$ cat src/rtl/vend_pkg.sv
// Shared types and constants for the vending sequencer.
// Holds the controller state encoding, default coin values and price,
// the credit datapath width and a helper that narrows integer
// parameters to credit width.
package vend_pkg;

    localparam int CREDIT_W = 7;
    localparam int TICK_W   = 8;

    localparam int unsigned PRICE_DEF        = 50;
    localparam int unsigned VAL_A_DEF        = 5;
    localparam int unsigned VAL_B_DEF        = 10;
    localparam int unsigned VAL_C_DEF        = 25;
    localparam int unsigned DISP_TICKS_DEF   = 3;
    localparam int unsigned IDLE_TIMEOUT_DEF = 10;

    typedef enum logic [1:0] {
        IDLE     = 2'd0,
        COLLECT  = 2'd1,
        DISPENSE = 2'd2,
        RETURN   = 2'd3
    } state_t;

    // Narrow an integer parameter to the credit datapath width.
    function automatic logic [CREDIT_W-1:0] to_credit(input int unsigned v);
        return v[CREDIT_W-1:0];
    endfunction

endpackage

$ cat src/rtl/vend_sequencer_coin_arbiter.sv
// Coin pending store and fixed-priority arbiter.
// Each coin type keeps one pending bit; at most one coin is granted per
// cycle (A > B > C) and only while enabled. A pulse that lands on a
// pending, ungranted bit is lost and reported on reject one cycle later.
// Ports:
//   clk, reset          clock, async active-low reset
//   enable              grants allowed this cycle
//   coin_a/b/c          one-cycle coin pulses
//   grant_valid         a coin is granted this cycle
//   grant_value         credit value of the granted coin
//   pend_any            at least one coin is pending
//   reject              one-cycle pulse, a coin pulse was lost
module coin_arbiter
    import vend_pkg::*;
#(
    parameter int unsigned VAL_A = VAL_A_DEF,
    parameter int unsigned VAL_B = VAL_B_DEF,
    parameter int unsigned VAL_C = VAL_C_DEF
) (
    input  logic                clk,
    input  logic                reset,
    input  logic                enable,
    input  logic                coin_a,
    input  logic                coin_b,
    input  logic                coin_c,
    output logic                grant_valid,
    output logic [CREDIT_W-1:0] grant_value,
    output logic                pend_any,
    output logic                reject
);

    localparam logic [CREDIT_W-1:0] VAL_A_C = to_credit(VAL_A);
    localparam logic [CREDIT_W-1:0] VAL_B_C = to_credit(VAL_B);
    localparam logic [CREDIT_W-1:0] VAL_C_C = to_credit(VAL_C);

    // bit 0 = coin A, bit 1 = coin B, bit 2 = coin C
    logic [2:0] pend_r;
    logic [2:0] pulse_s;
    logic [2:0] grant_s;
    logic       reject_r;

    assign pulse_s = {coin_c, coin_b, coin_a};

    // Fixed-priority one-hot grant from the pending bits.
    always_comb begin
        grant_s = 3'b000;
        if (enable) begin
            if (pend_r[0]) begin
                grant_s = 3'b001;
            end else if (pend_r[1]) begin
                grant_s = 3'b010;
            end else if (pend_r[2]) begin
                grant_s = 3'b100;
            end else begin
                grant_s = 3'b000;
            end
        end else begin
            grant_s = 3'b000;
        end
    end

    // Credit value of the granted coin.
    always_comb begin
        grant_value = {CREDIT_W{1'b0}};
        case (grant_s)
            3'b001:  grant_value = VAL_A_C;
            3'b010:  grant_value = VAL_B_C;
            3'b100:  grant_value = VAL_C_C;
            default: grant_value = {CREDIT_W{1'b0}};
        endcase
    end

    // Pending bits and lost-pulse flag.
    always_ff @(posedge clk or negedge reset) begin
        if (!reset) begin
            pend_r   <= 3'b000;
            reject_r <= 1'b0;
        end else begin
            pend_r   <= (pend_r & ~grant_s) | pulse_s;
            reject_r <= |(pulse_s & pend_r & ~grant_s);
        end
    end

    assign grant_valid = |grant_s;
    assign pend_any    = |pend_r;
    assign reject      = reject_r;

endmodule

$ cat src/rtl/vend_sequencer.sv
// Vending controller: accumulates arbitrated coin credit, runs a timed
// water dispense once the price is reached, and returns change or a
// refund (user stop or inactivity timeout).
// Ports:
//   clk, reset          clock, async active-low reset
//   tick                1 Hz time-base pulse
//   coin_a/b/c, stop    one-cycle input pulses
//   total               current credit (binary)
//   water               dispense valve
//   change_due          change/refund amount, valid with change_valid
//   change_valid        one-cycle change/refund pulse
//   reject              one-cycle pulse, a coin pulse was lost
//   busy                high while dispensing or returning change
module vend_sequencer
    import vend_pkg::*;
#(
    parameter int unsigned PRICE        = PRICE_DEF,
    parameter int unsigned VAL_A        = VAL_A_DEF,
    parameter int unsigned VAL_B        = VAL_B_DEF,
    parameter int unsigned VAL_C        = VAL_C_DEF,
    parameter int unsigned DISP_TICKS   = DISP_TICKS_DEF,
    parameter int unsigned IDLE_TIMEOUT = IDLE_TIMEOUT_DEF
) (
    input  logic                clk,
    input  logic                reset,
    input  logic                tick,
    input  logic                coin_a,
    input  logic                coin_b,
    input  logic                coin_c,
    input  logic                stop,
    output logic [CREDIT_W-1:0] total,
    output logic                water,
    output logic [CREDIT_W-1:0] change_due,
    output logic                change_valid,
    output logic                reject,
    output logic                busy
);

    localparam logic [CREDIT_W-1:0] PRICE_C   = to_credit(PRICE);
    localparam logic [TICK_W-1:0]   TIMEOUT_C = TICK_W'(IDLE_TIMEOUT);
    localparam logic [TICK_W-1:0]   DISP_C    = TICK_W'(DISP_TICKS);

    state_t              state_r, state_nx_s;
    logic [CREDIT_W-1:0] credit_r, credit_nx_s;
    logic [TICK_W-1:0]   tick_cnt_r, tick_nx_s;
    logic                stop_pend_r, stop_nx_s;
    logic [CREDIT_W-1:0] refund_s;
    logic [CREDIT_W-1:0] sum_s;
    logic                water_r, busy_r, change_valid_r;
    logic [CREDIT_W-1:0] change_due_r;

    logic                arb_enable_s;
    logic                grant_valid_s;
    logic [CREDIT_W-1:0] grant_value_s;
    logic                pend_any_s;

    assign arb_enable_s = (state_r == IDLE) || (state_r == COLLECT);

    coin_arbiter #(
        .VAL_A (VAL_A),
        .VAL_B (VAL_B),
        .VAL_C (VAL_C)
    ) u_arbiter (
        .clk         (clk),
        .reset       (reset),
        .enable      (arb_enable_s),
        .coin_a      (coin_a),
        .coin_b      (coin_b),
        .coin_c      (coin_c),
        .grant_valid (grant_valid_s),
        .grant_value (grant_value_s),
        .pend_any    (pend_any_s),
        .reject      (reject)
    );

    // Grants only happen below the price, so the sum never overflows.
    assign sum_s = credit_r + grant_value_s;

    // Next-state, credit, tick-counter and stop-latch logic.
    always_comb begin
        state_nx_s  = state_r;
        credit_nx_s = credit_r;
        tick_nx_s   = tick_cnt_r;
        stop_nx_s   = 1'b0;
        refund_s    = {CREDIT_W{1'b0}};
        case (state_r)
            IDLE: begin
                tick_nx_s = 8'd0;
                if (grant_valid_s) begin
                    credit_nx_s = sum_s;
                    if (sum_s >= PRICE_C) begin
                        state_nx_s = DISPENSE;
                    end else begin
                        state_nx_s = COLLECT;
                    end
                end else begin
                    state_nx_s = IDLE;
                end
            end
            COLLECT: begin
                // Coins outrank stop and timeout so a refund covers
                // every coin latched before it.
                if (grant_valid_s) begin
                    credit_nx_s = sum_s;
                    tick_nx_s   = 8'd0;
                    if (sum_s >= PRICE_C) begin
                        state_nx_s = DISPENSE;
                    end else begin
                        state_nx_s = COLLECT;
                        stop_nx_s  = stop_pend_r | stop;
                    end
                end else if (stop_pend_r && !pend_any_s) begin
                    refund_s   = credit_r;
                    tick_nx_s  = 8'd0;
                    state_nx_s = RETURN;
                end else if (tick_cnt_r == TIMEOUT_C) begin
                    refund_s   = credit_r;
                    tick_nx_s  = 8'd0;
                    state_nx_s = RETURN;
                end else begin
                    stop_nx_s = stop_pend_r | stop;
                    if (tick) begin
                        tick_nx_s = tick_cnt_r + 8'd1;
                    end else begin
                        tick_nx_s = tick_cnt_r;
                    end
                end
            end
            DISPENSE: begin
                if (tick_cnt_r == DISP_C) begin
                    tick_nx_s = 8'd0;
                    if (credit_r > PRICE_C) begin
                        refund_s   = credit_r - PRICE_C;
                        state_nx_s = RETURN;
                    end else begin
                        credit_nx_s = {CREDIT_W{1'b0}};
                        state_nx_s  = IDLE;
                    end
                end else begin
                    if (tick) begin
                        tick_nx_s = tick_cnt_r + 8'd1;
                    end else begin
                        tick_nx_s = tick_cnt_r;
                    end
                end
            end
            RETURN: begin
                credit_nx_s = {CREDIT_W{1'b0}};
                tick_nx_s   = 8'd0;
                state_nx_s  = IDLE;
            end
            default: begin
                credit_nx_s = {CREDIT_W{1'b0}};
                tick_nx_s   = 8'd0;
                state_nx_s  = IDLE;
            end
        endcase
    end

    // State, credit and registered outputs; outputs follow the next state
    // so they line up with the state they describe.
    always_ff @(posedge clk or negedge reset) begin
        if (!reset) begin
            state_r        <= IDLE;
            credit_r       <= {CREDIT_W{1'b0}};
            tick_cnt_r     <= 8'd0;
            stop_pend_r    <= 1'b0;
            water_r        <= 1'b0;
            busy_r         <= 1'b0;
            change_valid_r <= 1'b0;
            change_due_r   <= {CREDIT_W{1'b0}};
        end else begin
            state_r        <= state_nx_s;
            credit_r       <= credit_nx_s;
            tick_cnt_r     <= tick_nx_s;
            stop_pend_r    <= stop_nx_s;
            water_r        <= (state_nx_s == DISPENSE);
            busy_r         <= (state_nx_s == DISPENSE) || (state_nx_s == RETURN);
            change_valid_r <= (state_nx_s == RETURN);
            change_due_r   <= refund_s;
        end
    end

    assign total        = credit_r;
    assign water        = water_r;
    assign busy         = busy_r;
    assign change_valid = change_valid_r;
    assign change_due   = change_due_r;

endmodule

$ cat config.mk
export PLATFORM = sky130hd
export DESIGN_NAME = vend_sequencer
export DESIGN_NICKNAME = d
export VERILOG_FILES = /design/src/rtl/vend_pkg.sv /design/src/rtl/vend_sequencer_coin_arbiter.sv /design/src/rtl/vend_sequencer.sv
export SDC_FILE = /design/constraint.sdc
export NUM_CORES = 1
export LEC_CHECK = 0
export CAP_MARGIN = 20
export CORE_ASPECT_RATIO = 0.75
export CORE_MARGIN = 2
export CORE_UTILIZATION = 30
export CTS_CLUSTER_DIAMETER = 100
export DETAILED_ROUTE_END_ITERATION = 16
export GPL_ROUTABILITY_DRIVEN = 0
export GPL_TIMING_DRIVEN = 0
export SLEW_MARGIN = 20
export SYNTH_ARGS = -nofsm -noshare
export SYNTH_HDL_FRONTEND = slang
export SYNTH_HIERARCHICAL = 1
export SYNTH_SLANG_ARGS = --single-unit
$ cat constraint.sdc
create_clock -name clk -period 8.38 [get_ports clk]
set_clock_uncertainty 0.1 [all_clocks]
set_input_delay 1.676 -clock clk [delete_from_list [all_inputs] [get_ports clk]]
set_output_delay 1.676 -clock clk [all_outputs]
set_load 0.02 [all_outputs]
# [Word-level counts from Yosys, hierarchy flattened]
# Index checks and enable logic that the tools add are counted.
[word_totals] wordCells=79 input_bits=7 ff_bits=32
[classes] add_sub_neg=3 magnitude_cmp=2 bitwise=6 n_reduce_logical=11 n_eq_ne=13 n_mux=34
[op_table] operator="$mux 7" count=8
[op_table] operator="$mux 8" count=5
[op_table] operator="$pmux 8 s3" count=1
[op_table] operator="$pmux 7 s3" count=1
[op_table] operator="$pmux 5 s3" count=1
[op_table] operator="$mux 2" count=7
[op_table] operator="$pmux 7 s2" count=1
[op_table] operator="$mux 3" count=4
[op_table] operator="$and 3x3->3" count=3
[op_table] operator="$reduce_or 3->1" count=3
[op_table] operator="$add 8x1->8 const B" count=1
[op_table] operator="$eq 2x2->1 const B" count=4
[op_table] operator="$eq 8x2->1 const B" count=1
[op_table] operator="$eq 8x4->1 const B" count=1
[op_table] operator="$pmux 2 s4" count=1
[op_table] operator="$add 7x7->7" count=1
[op_table] operator="$ge 7x6->1 const B" count=1
[op_table] operator="$gt 7x6->1 const B" count=1
[op_table] operator="$sub 7x6->7 const B" count=1
[op_table] operator="$mux 1" count=5
[op_table] operator="$ne 2x2->1 const B" count=2
[op_table] operator="$reduce_or 2->1" count=2
[op_table] operator="$eq 3x1->1 const B" count=1
[op_table] operator="$eq 3x2->1 const B" count=1
[op_table] operator="other kinds (11)" count=12

# [Longest topological paths before layout]
# Gate-level depths: netlist (run 1).
[depth] depth_word=13 ltp_mapped=14 depth_no_buf=14

# [Cells and area by module]
# The synthesis (run 1) kept the hierarchy.
[by_module_without_submodules] mod="vend_sequencer" n_inst=1 cells_per_inst=181 area_per_inst_um2=1764.2 seq_area_each_um2=675.6
[by_module_without_submodules] mod="coin_arbiter" n_inst=1 cells_per_inst=27 area_per_inst_um2=247.7 seq_area_each_um2=100.1

# [Worst setup path before layout (run 1)]
# OpenSTA, ideal clock, no wires.
[synth_timing] path_type="register to register" from="register, netlist name busy" to="register water_r (netlist: water)" period_less_slack_ps=3024 arrival_ps=2805 path_slack_ps=5356 n_path_buf=0 t_required_ps=8162 path_stages_with_launch=13 cell_sequence="dfrtp_1 -> inv_1 -> ha_1 -> nor2_2 -> inv_1 -> or3b_1 -> nor2_1 -> ha_1 -> a311oi_1 -> o311ai_2 -> a32oi_2 -> nand3_1 -> a21o_1"
[synth_rtl] element="end signal: assignment" line="vend_sequencer.sv:177" rtl="water_r <= (state_nx_s == DISPENSE);"
[synth_rtl] element="end: declaration" line="vend_sequencer.sv:49" rtl="logic water_r, busy_r, change_valid_r;"

==> qor.csv, run 1 <==
stage,metric,value,unit
cells_and_area,final_util,0.387,
clock_tree,cts_buffer_depth,2,
worst_setup_path,crit_path_start_kind,flip-flop,
timing,finalCritPeriodShare,0.411,
synthesis,synth_common_cells,"dfrtp_1 (31), nor2_1 (22), ha_1 (13), inv_1 (13), nand2_1 (12)",
worst_setup_path,r2r_slack,4.93,ns
timing,setup_tns,0,ns
routing,first_iter_violations,90,
routing,wl_per_cell,13.7,µm
clock_tree,htree_levels,2,
floorplanning,dieHeight,74.9,µm
routing,postRouteAntennaNets,0,
floorplanning,start_util,0.315,
clock_tree,root_buffer,clkbuf_8,
place,port_buffers,24,
synthesis,syn_area,0.00201,mm²
clock_tree,clock_latency,0.28,ns
synthesis,synth_edf_count,0,
clock_tree,cts_resized,0,
clock_tree,clkSinkCount,31,
floorplanning,core-area,0.00638,mm²
timing,setup_ws,4.93,ns
timing,slew_headroom,0.555,
worst_hold_path,holdPathEnd,stop_pend_r$_DFF_PN0_,
status,outcome,finished clean,
worst_hold_path,whs_path_depth,2,
synthesis,yosysWarnings,6,
global_route,first_global_vias,1509,
synthesis,yosysUniqueCellTypes,57,
timing,fin_crit,3.45,ns
worst_setup_path,critPathKind,reg -> reg,
synthesis,yosys_register_bits,31,
timing,setup_violations,0,
routing,routed_wl,4.42,mm
worst_setup_path,reg2reg_from,busy$_DFF_PN0_,
cells_and_area,area_growth,22.6,%
synthesis,avgSynthCellArea,9.67,µm²
clock_tree,clk_pin_slew,0.07,ns
synthesis,yosysMostFrequentCell,dfrtp_1,
routing,drt-pass1-iter-count,4,
worst_hold_path,min_path_type,reg -> reg,
worst_setup_path,r2r_cells,13,
pwr,ir_drop,0.000157,V
clock_tree,cts_setup_buffers,0,
timing,holdWs,0.429,ns
timing,rsz0062_at_grt,no,
synthesis,synthCells,208,
global_route,grt.total_usage,0.131,
floorplanning,fp.dieW,98.6,µm
global_route,gr-total-overflow,0,
clock_tree,cts-hold-fix-buffers,0,
cells_and_area,antenna_cells,0,
floorplanning,die_area,0.00738,mm²
worst_setup_path,worstSetupEndpointType,flip-flop,
pwr,power_density,342,mW/mm²
timing,fmax,290,MHz
worst_setup_path,required,8.49,ns
global_route,antenna_found_initial,0,
synthesis,async_flop_share,1.00,
cells_and_area,layout-drive-gt1-share,0.0954,
worst_setup_path,r2r-end,change_valid$_DFF_PN0_,
synthesis,synth_top_area_frac,0.386,
timing,finalMaxSlewViolations,0,
synthesis,ys_top_cells_by_area,"dfrtp_1 (39%), ha_1 (8.1%), nor2_1 (4.1%)",
synthesis,synthFlopType,dfrtp_1,
clock_tree,cts_buffers,5,
place,dp_hpwl,3.31,mm
synthesis,synth_top_area_cell,dfrtp_1,
routing,vias_per_cell,4.91,
pwr,leakagePower,1.07,nW
timing,hold_viol,0,
floorplanning,io_pins,25,
clock_tree,cts_tree,built,
global_route,grt_max_degree,23,
floorplanning,num_rows,25,
worst_hold_path,worstHoldStart,stop_pend_r$_DFF_PN0_,
run,drv_cap,0,
synthesis,seq_area_frac_synth,0.386,
routing,drcViolationCount,0,
global_route,grt_pass1_wl,7.53,mm
worst_setup_path,path_max_fanout,8,
timing,worst_slew_pin_slew,0.649,ns
cells_and_area,nNetsFinal,262,
place,pre_cts_ws,4.97,ns
routing,routed-via-count,1582,
worst_setup_path,cp.arrival,3.56,ns
[cell usage in the layout (no fill, tap or decap), drive strengths merged, types with 4 or more instances in the layout]
cell type      count
a21oi              4
buf                6
dfrtp             31
a22o               4
clkdlybuf4s50     23
xor2               8
ha                13
a21o               5
inv               13
nor3               5
nor2b              6
a21boi             5
and2               6
nor2              23
o21ai             14
nand2             12
clkbuf             6
or3                6
[worst max-delay path, cell delays in order, from the launching register on]
cell and delay, ns:
dfrtp_1 0.43, inv_1 0.10, ha_1 0.31, nor2_2 0.09, inv_1 0.21, nand2b_1 0.16
nor2_1 0.18, ha_1 0.25, a211oi_1 0.40, nor2_1 0.18, o311ai_2 0.34, a32oi_2 0.22
nand4b_1 0.22, a21oi_1 0.17
[final cells by class]
cell class	count	area, µm²
Timing Repair Buffer	25	263
Buffer	4	31.3
Multi-Input combinational cell	161	1160
Fill cell	663	3910
Sequential cell	31	776
Clock buffer	6	82.6
Tap cell	81	101
Clock inverter	1	5.00
Inverter	13	48.8
[routing by layer]
layer  part of all wire  vias to the layer above  track usage
met2               0.40                       30        0.187
li1                   -                      809            -
met3              0.041                        5       0.0371
met4              0.014                        0       0.0411
met1               0.55                      738        0.191
met5                  0                        -            0
[cells by family (layout without fill, tap and decap cells)]
family,count (synthesis),count (layout),synth area share
AND/OR/NAND/NOR,78,78,0.217
XOR/XNOR,10,10,0.0435
flip-flops,31,31,0.386
multiplexers,1,1,0.00498
AO/OA/AOI/OAI,56,56,0.216
adder cells (fa/ha/maj),14,14,0.0908
buffers and inverters,17,49,0.0398
other,1,2,0.00186
[state kept, by name, summed over array words and instances, names as in the netlist]
name,cells
busy,1
change_due,7
change_valid,1
state_r,1
stop_pend_r,1
tick_cnt_r,8
total,7
u_arbiter/pend_r,3
u_arbiter/reject,1
water,1
[how the worst max path moves through the flow]
stage / cells after the start / startpoint / slack (ns) / endpoint
2_1_floorplan: 12 / busy$_DFF_PN0_ / 5.36 / water$_DFF_PN0_
3_3_place_gp: 1 / reset / 4.85 / change_due[4]$_DFF_PN0_
3_5_place_dp: 13 / busy$_DFF_PN0_ / 4.97 / change_valid$_DFF_PN0_
4_1_cts: 13 / busy$_DFF_PN0_ / 4.91 / change_valid$_DFF_PN0_
5_1_grt: 13 / busy$_DFF_PN0_ / 4.53 / change_valid$_DFF_PN0_
6_report: 13 / busy$_DFF_PN0_ / 4.93 / change_valid$_DFF_PN0_
[metrics by stage]
stage                     cells  power, mW  instance area, µm²
after floorplan             209      0.582                2020
after global placement      314      0.720                2360
after detailed placement    315      0.725                2380
after CTS                   322      0.851                2470
after global routing        322      0.919                2470
final                       322      0.844                2470
[report_power, final]
group | internal [mW] | switching, mW | total [mW]
sequential | 0.186 | 0.0553 | 0.241
clock | 0.0644 | 0.0565 | 0.121
combinational | 0.216 | 0.266 | 0.482
total | 0.466 | 0.378 | 0.844
Note: power is estimated with default switching activity, not from simulation.
==> run 2: changes to the inputs <==
==> constraint.sdc (replaced) <==
create_clock -name clk -period 3.1 [get_ports clk]
set_clock_uncertainty 0.1 [all_clocks]
set_input_delay 0.62 -clock clk [delete_from_list [all_inputs] [get_ports clk]]
set_output_delay 0.62 -clock clk [all_outputs]
set_load 0.02 [all_outputs]
==> qor.csv, run 2 (synthesis results as in run 1) <==
stage,metric,value,unit,change
worst_setup_path,crit_slowest_cell,or4b_1,,was dfrtp_1
run,drv_cap,0,,unchanged
cells_and_area,final_area,0.00259,mm²,was 0.00247 mm²
place,pre_cts_ws,-0.311,ns,was 4.97 ns
global_route,gr-total-overflow,0,,unchanged
floorplanning,start_util,0.315,,unchanged
worst_setup_path,cp_cell_sequence,inv_2 > ha_4 > nor2_4 > inv_4 > or3b_4 > nor2_1 > ha_1 > or4b_1 > o311ai_2 > a32oi_2 > nand4b_1 > a21oi_2,,was inv_1 > ha_1 > nor2_2 > inv_1 > nand2b_1 > nor2_1 > ha_1 > a211oi_1 > nor2_1 > o311ai_2 > a32oi_2 > nand4b_1 > a21oi_1
status,outcome,finished clean,,unchanged
pwr,ir_drop,0.000412,V,was 0.000157 V
global_route,antenna_found_initial,0,,unchanged
cells_and_area,area_growth,28.9,%,was 22.6%
global_route,first_global_vias,1510,,was 1509
pwr,p_sw_frac,0.443,,was 0.448
timing,finalMaxSlewViolations,0,,unchanged
cells_and_area,final_util,0.406,,was 0.387
timing,setup_tns,0,ns,unchanged
cells_and_area,antenna_cells,0,,unchanged
routing,first_iter_violations,105,,was 90
routing,routed-via-count,1606,,was 1582
pwr,p_sw,1.11,mW,was 0.378 mW
place,port_buffers,24,,unchanged
routing,drcViolationCount,0,,unchanged
clock_tree,cts_buffers,5,,unchanged
routing,vias_per_cell,4.91,,about the same
clock_tree,clkSinkCount,31,,unchanged
timing,slew_headroom,0.548,,was 0.555
cells_and_area,layout_common_cells,"dfrtp_1 (30), clkdlybuf4s50_1 (23), nor2_1 (21)",,"was dfrtp_1 (31), clkdlybuf4s50_1 (23), nor2_1 (22)"
routing,postRouteAntennaNets,0,,unchanged
floorplanning,num_rows,25,,unchanged
floorplanning,die_area,0.00738,mm²,unchanged
pwr,power_frac_comb,0.608,,was 0.571
routing,met3WireLength,138,µm,was 183 µm
cells_and_area,layout_commonest_cell,dfrtp_1,,unchanged
floorplanning,dieHeight,74.9,µm,unchanged
pwr,internal_power,1.39,mW,was 0.466 mW
worst_setup_path,crit_path_start_kind,flip-flop,,unchanged
timing,holdWs,0.106,ns,was 0.429 ns
timing,hold_viol,0,,unchanged
cells_and_area,nNetsFinal,267,,was 262
place,placed_cells,315,,unchanged
worst_setup_path,r2r_cells,12,,was 13
worst_hold_path,min_path_type,in -> async,,was reg -> reg
timing,finalCritPeriodShare,0.950,,was 0.411
pwr,total_power,2.50,mW,was 0.844 mW
routing,topRoutingLayerUsed,met4,,unchanged
worst_setup_path,worstSetupEndpointType,flip-flop,,unchanged
pwr,power_density,964,mW/mm²,was 342 mW/mm²
global_route,grt_max_degree,23,,unchanged
routing,routed_wl,4.54,mm,was 4.42 mm
place,place_area,0.00238,mm²,unchanged
floorplanning,io_pins,25,,unchanged
worst_setup_path,critPathKind,reg -> reg,,unchanged
place,dp_hpwl,3.31,mm,unchanged
routing,wl_met1,2.45,mm,was 2.42 mm
global_route,grt_pass1_wl,7.58,mm,was 7.53 mm
worst_setup_path,required,3.22,ns,was 8.49 ns
timing,fmax,340,MHz,was 290 MHz
routing,wl_met2,1.89,mm,was 1.76 mm
worst_setup_path,cp.arrival,3.06,ns,was 3.56 ns
pwr,clkPwrFrac,0.131,,was 0.143
pwr,leakagePower,1.11,nW,was 1.07 nW
routing,drt-pass1-iter-count,4,,unchanged
clock_tree,cts_tree,built,,unchanged
floorplanning,core-area,0.00638,mm²,unchanged
timing,setup_violations,0,,unchanged
worst_setup_path,path_max_fanout,7,,was 8
cells_and_area,largest_reg_flops,8,,unchanged
cells_and_area,layout-drive-gt1-share,0.179,,was 0.0954
pwr,p_seq_frac,0.261,,was 0.285
timing,setup_ws,0.156,ns,was 4.93 ns
cells_and_area,layoutNonFillerInstCount,327,,was 322
clock_tree,htree_levels,2,,unchanged
cells_and_area,regMostFlops,tick_cnt_r,,unchanged
timing,worst_slew_pin_slew,0.659,ns,was 0.649 ns
clock_tree,root_buffer,clkbuf_8,,unchanged
clock_tree,clk_pin_slew,0.07,ns,about the same
timing,fin_crit,2.94,ns,was 3.45 ns
clock_tree,clock_latency,0.29,ns,was 0.28 ns
worst_setup_path,critPathMaxStageDelay,0.47,ns,was 0.43 ns
routing,wl_per_cell,13.9,µm,was 13.7 µm
global_route,grt.total_usage,0.131,,about the same
worst_setup_path,r2r_slack,0.16,ns,was 4.93 ns
floorplanning,fp.dieW,98.6,µm,unchanged
clock_tree,cts_buffer_depth,2,,unchanged
-- run 2: changes by cell type in the layout (fill, tap and decap cells not counted), moves of 2 or more --
cell / change
buf_4: +5
ha_1: -3
ha_4: +2
inv_1: -3
inv_2: +2
-- run 2: final timing paths --
kind | start | end
max reg2reg | busy$_DFF_PN0_ | change_valid$_DFF_PN0_
max | busy$_DFF_PN0_ | change_valid$_DFF_PN0_
min in group clk | stop_pend_r$_DFF_PN0_ | stop_pend_r$_DFF_PN0_
max in group asynchronous | reset | state_r[0]$_DFF_PN0_
min | reset | change_valid$_DFF_PN0_
min reg2reg | stop_pend_r$_DFF_PN0_ | stop_pend_r$_DFF_PN0_
-- run 2: per-layer routing --
metal  global-route usage  vias to the layer above
met5                    0                        -
met1                0.192                      755
met4               0.0411                        0
met3               0.0371                        5
li1                     -                      825
met2                0.188                       21
-- run 2: final cells by class --
type,instances,area [µm²]
sequential,31,777
clock inverter,1,5.00
timing repair buffer,30,300
multi-input combinational,161,1240
fill,656,3790
buffer,4,31.3
clock buffer,6,82.6
inverter,13,51.3
tap,81,101
-- run 2: power by group through the flow --
stage	Sequential (mW)	Clock (mW)	Combinational (mW)
after floorplan	0.684	0	0.890
after global routing	0.672	0.361	1.67
after CTS	0.647	0.337	1.38
after detailed placement	0.658	0	1.30
after global placement	0.656	0	1.29
final	0.652	0.328	1.52
-- run 2: timing repair --
| action | in CTS | in global routing |
|---|---|---|
| buffers inserted | 1 | 4 |
| resized for setup | 8 | 14 |
| setup endpoints to repair | 5 | 5 |
| hold buffers | 0 | 0 |
| pin swaps | 3 | 4 |
| gates cloned | 0 | 0 |
-- run 2: critical path, delay by kind of cell (launching register included) --
| kind | cells | cell delay [ns] |
|---|---|---|
| AOI/OAI and AO/OA | 3 | 0.51 |
| adders and majority gates | 2 | 0.40 |
| buffers and inverters | 2 | 0.20 |
| DFF | 1 | 0.40 |
| and+or+nand+nor | 5 | 1.25 |
